==> src/rtl/iommu_pkg.sv <==
// Shared types for the IOMMU context caches: the widest tag any cache
// instance may need, and the decoded flush granularity.
package iommu_pkg;

  localparam int DID_MAX_W = 24;
  localparam int PID_MAX_W = 20;

  // Narrower instances zero-fill the unused upper bits, so a full struct
  // compare stays correct for every width.
  typedef struct packed {
    logic [DID_MAX_W-1:0] did;
    logic [PID_MAX_W-1:0] pid;
  } ctx_cache_tag_t;

  typedef enum logic [1:0] {
    FL_ALL,
    FL_DID,
    FL_DID_PID
  } flush_mode_e;

  function automatic flush_mode_e decode_flush(input logic dv, input logic pv);
    if (!dv) return FL_ALL;
    if (pv) return FL_DID_PID;
    return FL_DID;
  endfunction

endpackage

==> src/rtl/iommu_plru_tree.sv <==
// Tree pseudo-LRU for a fully associative structure. Each node bit points at
// the less recently used half (0 = lower half). Several touches in one cycle
// are applied in port order, so the highest-numbered touch wins where paths
// overlap.
module iommu_plru_tree #(
  parameter int ENTRIES = 4,
  parameter int NTOUCH  = 2,
  localparam int IDX_W  = $clog2(ENTRIES)
) (
  input  logic               clk_i,
  input  logic               rst_i,
  input  logic [NTOUCH-1:0]  touch_i,
  input  logic [IDX_W-1:0]   touch_idx_i [NTOUCH],
  output logic [ENTRIES-1:0] victim_oh_o
);

  logic [ENTRIES-2:0] tree_q;
  logic [ENTRIES-2:0] tree_d;

  // Walk each touched entry's root-to-leaf path and point every node away from it.
  always_comb begin
    int node;
    node   = 0;
    tree_d = tree_q;
    for (int t = 0; t < NTOUCH; t++) begin
      if (touch_i[t]) begin
        node = 0;
        for (int l = 0; l < IDX_W; l++) begin
          tree_d[node] = ~touch_idx_i[t][IDX_W-1-l];
          node = 2 * node + 1 + (touch_idx_i[t][IDX_W-1-l] ? 1 : 0);
        end
      end
    end
  end

  // Follow the node bits from the root down to the least recently used leaf.
  always_comb begin
    int vnode;
    vnode       = 0;
    victim_oh_o = '0;
    for (int l = 0; l < IDX_W; l++) begin
      vnode = 2 * vnode + 1 + (tree_q[vnode] ? 1 : 0);
    end
    victim_oh_o[vnode-(ENTRIES-1)] = 1'b1;
  end

  // Tree state register.
  always_ff @(posedge clk_i) begin
    if (rst_i) tree_q <= '0;
    else       tree_q <= tree_d;
  end

endmodule

==> src/rtl/iommu_ctx_cache.sv <==
// Fully associative context cache (DDTC with PID_EN=0, PDTC with PID_EN=1).
// Lookups see the state before the accepting edge and answer one cycle
// later; flushes beat updates; hit/miss counters saturate.
module iommu_ctx_cache
  import iommu_pkg::*;
#(
  parameter int ENTRIES = 4,
  parameter int DID_W   = 24,
  parameter int PID_EN  = 0,
  parameter int PID_W   = 20,
  parameter int DATA_W  = 512,
  parameter int CNT_W   = 16
) (
  input  logic              clk_i,
  input  logic              rst_i,
  input  logic              flush_i,
  input  logic              flush_dv_i,
  input  logic              flush_pv_i,
  input  logic [DID_W-1:0]  flush_did_i,
  input  logic [PID_W-1:0]  flush_pid_i,
  input  logic              up_valid_i,
  input  logic [DID_W-1:0]  up_did_i,
  input  logic [PID_W-1:0]  up_pid_i,
  input  logic [DATA_W-1:0] up_data_i,
  input  logic              lu_valid_i,
  output logic              lu_ready_o,
  input  logic [DID_W-1:0]  lu_did_i,
  input  logic [PID_W-1:0]  lu_pid_i,
  output logic              lu_rsp_valid_o,
  output logic              lu_hit_o,
  output logic [DATA_W-1:0] lu_data_o,
  output logic [CNT_W-1:0]  hit_cnt_o,
  output logic [CNT_W-1:0]  miss_cnt_o
);

  localparam int IDX_W = $clog2(ENTRIES);

  ctx_cache_tag_t     tag_q  [ENTRIES];
  logic [DATA_W-1:0]  data_q [ENTRIES];
  logic [ENTRIES-1:0] valid_q;
  logic               rsp_valid_q, rsp_hit_q;
  logic [DATA_W-1:0]  rsp_data_q;
  logic [CNT_W-1:0]   hit_cnt_q, miss_cnt_q;

  ctx_cache_tag_t     lu_tag, up_tag, fl_tag;
  flush_mode_e        fl_mode;
  logic [ENTRIES-1:0] lu_match, up_match, fl_match, victim_oh;
  logic [IDX_W-1:0]   lu_idx, uh_idx, free_idx, victim_idx, up_idx;
  logic               lu_hit, up_hit, have_free, lu_accept, up_write;
  logic [1:0]         touch;
  logic [IDX_W-1:0]   touch_idx [2];

  // With PID_EN=0 the pid field stays zero, so it never distinguishes entries.
  function automatic ctx_cache_tag_t make_tag(input logic [DID_W-1:0] did,
                                              input logic [PID_W-1:0] pid);
    ctx_cache_tag_t t;
    t = '0;
    t.did[DID_W-1:0] = did;
    if (PID_EN != 0) t.pid[PID_W-1:0] = pid;
    return t;
  endfunction

  assign lu_ready_o = !flush_i && !rst_i;

  // Compare every stored tag against the lookup, update and flush keys.
  always_comb begin
    lu_tag  = make_tag(lu_did_i, lu_pid_i);
    up_tag  = make_tag(up_did_i, up_pid_i);
    fl_tag  = make_tag(flush_did_i, flush_pid_i);
    fl_mode = decode_flush(flush_dv_i, flush_pv_i);
    for (int i = 0; i < ENTRIES; i++) begin
      lu_match[i] = valid_q[i] && (tag_q[i] == lu_tag);
      up_match[i] = valid_q[i] && (tag_q[i] == up_tag);
      case (fl_mode)
        FL_ALL:  fl_match[i] = 1'b1;
        FL_DID:  fl_match[i] = (tag_q[i].did == fl_tag.did);
        default: fl_match[i] = (tag_q[i] == fl_tag);
      endcase
    end
  end

  // Encode hit and free indices (lowest index wins) and choose the write slot.
  always_comb begin
    lu_idx     = '0;
    uh_idx     = '0;
    free_idx   = '0;
    victim_idx = '0;
    have_free  = 1'b0;
    for (int i = ENTRIES - 1; i >= 0; i--) begin
      if (lu_match[i])  lu_idx = IDX_W'(i);
      if (up_match[i])  uh_idx = IDX_W'(i);
      if (victim_oh[i]) victim_idx = IDX_W'(i);
      if (!valid_q[i]) begin
        free_idx  = IDX_W'(i);
        have_free = 1'b1;
      end
    end
    lu_hit       = |lu_match;
    up_hit       = |up_match;
    up_idx       = up_hit ? uh_idx : (have_free ? free_idx : victim_idx);
    lu_accept    = lu_valid_i && lu_ready_o;
    up_write     = up_valid_i && !flush_i;
    touch        = {up_write, lu_accept && lu_hit};
    touch_idx[0] = lu_idx;
    touch_idx[1] = up_idx;
  end

  iommu_plru_tree #(
    .ENTRIES (ENTRIES),
    .NTOUCH  (2)
  ) u_plru (
    .clk_i       (clk_i),
    .rst_i       (rst_i),
    .touch_i     (touch),
    .touch_idx_i (touch_idx),
    .victim_oh_o (victim_oh)
  );

  // Valid bits, the registered response and the saturating counters.
  always_ff @(posedge clk_i) begin
    if (rst_i) begin
      valid_q     <= '0;
      rsp_valid_q <= 1'b0;
      rsp_hit_q   <= 1'b0;
      rsp_data_q  <= '0;
      hit_cnt_q   <= '0;
      miss_cnt_q  <= '0;
    end else begin
      rsp_valid_q <= lu_accept;
      rsp_hit_q   <= lu_accept && lu_hit;
      rsp_data_q  <= (lu_accept && lu_hit) ? data_q[lu_idx] : '0;
      if (lu_accept && lu_hit && (hit_cnt_q != '1))   hit_cnt_q  <= hit_cnt_q + CNT_W'(1);
      if (lu_accept && !lu_hit && (miss_cnt_q != '1)) miss_cnt_q <= miss_cnt_q + CNT_W'(1);
      if (flush_i)       valid_q         <= valid_q & ~fl_match;
      else if (up_write) valid_q[up_idx] <= 1'b1;
    end
  end

  // Tag and payload storage needs no reset; it is only read behind a valid bit.
  always_ff @(posedge clk_i) begin
    if (up_write) begin
      tag_q[up_idx]  <= up_tag;
      data_q[up_idx] <= up_data_i;
    end
  end

  assign lu_rsp_valid_o = rsp_valid_q;
  assign lu_hit_o       = rsp_hit_q;
  assign lu_data_o      = rsp_data_q;
  assign hit_cnt_o      = hit_cnt_q;
  assign miss_cnt_o     = miss_cnt_q;

  a_lu_unique: assert property (@(posedge clk_i) disable iff (rst_i) $onehot0(lu_match));
  a_up_unique: assert property (@(posedge clk_i) disable iff (rst_i) $onehot0(up_match));
  a_victim_oh: assert property (@(posedge clk_i) disable iff (rst_i) $onehot(victim_oh));
  a_flush_pv:  assert property (@(posedge clk_i) disable iff (rst_i)
                                !(flush_i && flush_pv_i && !flush_dv_i));

endmodule

==> config.mk <==
export PLATFORM = sky130hd
export DESIGN_NAME = iommu_ctx_cache
export DESIGN_NICKNAME = d
export VERILOG_FILES = /design/src/rtl/iommu_pkg.sv /design/src/rtl/iommu_plru_tree.sv /design/src/rtl/iommu_ctx_cache.sv
export SDC_FILE = /design/constraint.sdc
export NUM_CORES = 2
export LEC_CHECK = 0
export CORE_AREA = 10 10 460 462
export DETAILED_ROUTE_END_ITERATION = 16
export DIE_AREA = 0 0 470 472
export PLACE_DENSITY = 0.74
export REMOVE_ABC_BUFFERS = 1
export SLEW_MARGIN = 25
export SYNTH_ARGS = -nofsm -noshare
export SYNTH_HDL_FRONTEND = slang
export SYNTH_SLANG_ARGS = --single-unit
==> constraint.sdc <==
create_clock -name clk_i -period 40.5 [get_ports clk_i]
set_input_delay 10.125 -clock clk_i [delete_from_list [all_inputs] [get_ports clk_i]]
set_output_delay 10.125 -clock clk_i [all_outputs]
set_load 0.005 [all_outputs]
==> run_results.csv <==
group,metric,value,unit
sta,finalCritPeriodShare,53.7,%
logic_synthesis,synth.distinct_cells,52,
worst_setup_path,critical_path_class,"input pin to output port",
die,ios,1198,
drt,vias,51000,
worst_setup_path,cp.arrival,11.63,ns
final_layout,final_cells,9290,
worst_setup_path,worstPathRequired,30.38,ns
cts,cts_resized,0,
worst_setup_path,crit_cells,4,
worst_setup_path,crit_top_cell,"clkdlybuf4s50_1",
cts,path_clk_slew,0.06,ns
cts,numCtsBuffers,290,
logic_synthesis,synthArstFlopShare,0,%
die,die_w,470,um
logic_synthesis,avgSynthCellArea,18.6,um^2
logic_synthesis,ys_seq_elements,2697,
logic_synthesis,synthCells,5100,
global_route,grt_max_degree,140,
worst_setup_path,path_cells,"clkdlybuf4s50_1 -> buf_4 -> nor2_1 -> clkdlybuf4s50_1",
drt,wl_per_cell,27.8,um
global_route,antenna_found_initial,102,
global_route,grt_pass1_vias,50966,
placement,dp.final_hpwl,169,mm
status,status,"completed",
die,initial_utilization,46.9,%
sta,slew_violations,0,
cts,cts_sinks,2697,
worst_setup_path,crit_family,"buffers and inverters",
worst_setup_path,reg2reg_slack,33.16,ns
worst_setup_path,cpPeakStageDelay,0.47,ns
final_layout,fin_nets,7004,
sta,rsz0062_at_grt,"no",
power_and_ir_drop,ir_worst_vdd,0.0410,mV
final_layout,layout_common_cells,"edfxtp_1 (2144), clkdlybuf4s50_1 (1136), mux2i_1 (1031), dfxtp_1 (553), o22ai_1 (512)",
sta,finalHoldViolations,0,
worst_setup_path,r2r_end,"data_q[0][232]",
die,dieArea,222000,um^2
global_route,grt_pass1_wl,364,mm
power_and_ir_drop,leakage,43.9,nW
worst_setup_path,r2r_cells,11,
logic_synthesis,syn_area,94800,um^2
sta,slew_headroom,16.8,%
die,core_area,202000,um^2
cts,clk_path_buf_depth,4,
worst_setup_path,endpoint_kind,"output port",
logic_synthesis,yosysSeqAreaShare,79.6,%
power_and_ir_drop,p_per_area,48.3,nW/um^2
worst_hold_path,worstHoldPathCells,2,
sta,whs,0.449,ns
worst_hold_path,holdCritPathClass,"register to register",
drt,antenna_left,0,
worst_setup_path,cpMaxStageDelayCell,"clkdlybuf4s50_1",
drt,routed_wl,258,mm
sta,worst_slew_pin_slew,1.25,ns
worst_setup_path,crit_path_max_fanout,45,
cts,cts_setup_buffers,0,
logic_synthesis,ys.flop_type,"edfxtp_1",
worst_setup_path,r2r_start,"tag_q[1][12]",
die,num_rows,165,
die,die_h,472,um
sta,period_minus_slack,21.75,ns
cts,cts_tree,"yes",
global_route,grtUsageTotal,22.3,%
worst_hold_path,min_to,"lu_data_o[135]",
cts,ctsHoldBuffers,0,
cts,cts_root_buffer,"clkbuf_16",
flow_run,cap_violations,0,
worst_setup_path,critical_path_buf_inv_count,3,
placement,port_buffers,1136,
drt,dr.pass1.iters,6,
final_layout,area_growth,24.6,%
drt,vias_per_cell,5.49,
logic_synthesis,yosys_warnings,0,
cts,clock_latency,0.95,ns
drt,drc,0,
placement,dp_cells,8730,
sta,fmax,46.0,MHz
worst_setup_path,start_kind,"input pin",
final_layout,layout_commonest_cell,"edfxtp_1",
logic_synthesis,synth_edf_count,2144,
cts,cts_htree_levels,5,
worst_hold_path,worstHoldStart,"data_q[3][135]",
sta,finalClockSkew,0.0828,ns
sta,setup-violations-final,0,
final_layout,drive_above_1_share,7.63,%
global_route,grt_overflow,0,
placement,place_congestion,0.859,
drt,drtIter0Drc,4193,
-- synth_stat cells, types with 7 or more instances --
library cell | n | area, um^2
edfxtp_1 | 2144 | 64400
mux2i_1 | 1031 | 10300
dfxtp_1 | 553 | 11100
o22ai_1 | 512 | 3200
xnor2_1 | 162 | 1420
xor2_1 | 140 | 1230
clkbuf_1 | 94 | 353
buf_2 | 93 | 465
nand4_1 | 77 | 482
nor4_1 | 41 | 257
nor2_1 | 38 | 143
nand2_1 | 32 | 120
buf_4 | 24 | 180
buf_6 | 22 | 248
nand3_1 | 14 | 70.1
buf_1 | 12 | 45.0
and3_1 | 10 | 62.6
a21oi_1 | 9 | 45.0
nor2b_1 | 9 | 56.3
nor3_1 | 8 | 40.0
o21ai_0 | 7 | 35.0
-- area by class of cell --
cell class | instances | area (um^2)
well taps | 2672 | 3340
clock buffers | 402 | 8140
fillers | 14665 | 83800
repair buffers | 1204 | 12000
multi-input cells | 2152 | 18100
inverters | 6 | 22.5
clock inverters | 101 | 917
flip-flops and latches | 2697 | 75500
diodes | 56 | 140
-- worst register-to-register path: stages (launching register included) --
cell	delay, ns
edfxtp_1	0.54
xor2_1	0.23
nor4_1	0.51
nand4_1	0.47
a21o_1	0.28
o31a_1	0.18
nor2b_4	0.79
buf_4	0.72
buf_4	0.68
buf_4	0.84
buf_4	0.81
buf_4	0.91
-- stage by stage --
step                      setup TNS, ns  utilization (%)  setup slack, ns  cell area, um^2  total power [W]
final                                 0             58.5            18.75           118000          0.00570
after global routing                  0             58.4            18.68           118000          0.00587
after CTS                             0             58.4            18.75           118000          0.00575
after detailed placement              0             53.9            18.76           109000          0.00325
after global placement                0             53.9            18.73           109000          0.00324
after floorplan                -1063.96                -           -11.12            93500          0.00317
-- cell families after synthesis --
logic type	Yosys count	synth area share, %
buf+inv	251	1.39
fa+ha+maj	2	0.0264
xor+xnor	302	2.79
mux	1035	10.9
flops	2697	79.6
compound gates	554	3.70
simple gates	259	1.55
-- how the worst max path moves through the flow --
stage / slack, ns / endpoint / startpoint
2_1_floorplan: -11.12 / lu_data_o[102] / lu_did_i[16]
3_3_place_gp: 18.73 / lu_ready_o / rst_i
3_5_place_dp: 18.76 / lu_ready_o / rst_i
4_1_cts: 18.75 / lu_ready_o / rst_i
5_1_grt: 18.68 / lu_ready_o / rst_i
6_report: 18.75 / lu_ready_o / rst_i
-- state kept, by name, indices dropped and copies added, names as in the netlist, 3 cells and up --
| register | flops |
|---|---|
| hit_cnt_o | 16 |
| valid_q | 4 |
| tag_q | 96 |
| data_q | 2048 |
| lu_data_o | 512 |
| miss_cnt_o | 16 |
| u_plru.tree_q | 3 |
-- per-layer routing --
layer  share of wire (%)  up-vias  track usage (%)
met2                  47     1957             35.5
met4                 4.6       96             10.1
li1                    -    22638                -
met5                0.23        -                0
met3                 9.2      486             7.81
met1                  39    25823             27.4
-- power by group --
part           internal, W  switching [W]
registers          0.00303      0.0000102
logic            0.0000715      0.0000830
clock network      0.00149        0.00102
Power figures use the tool's default switching activity.
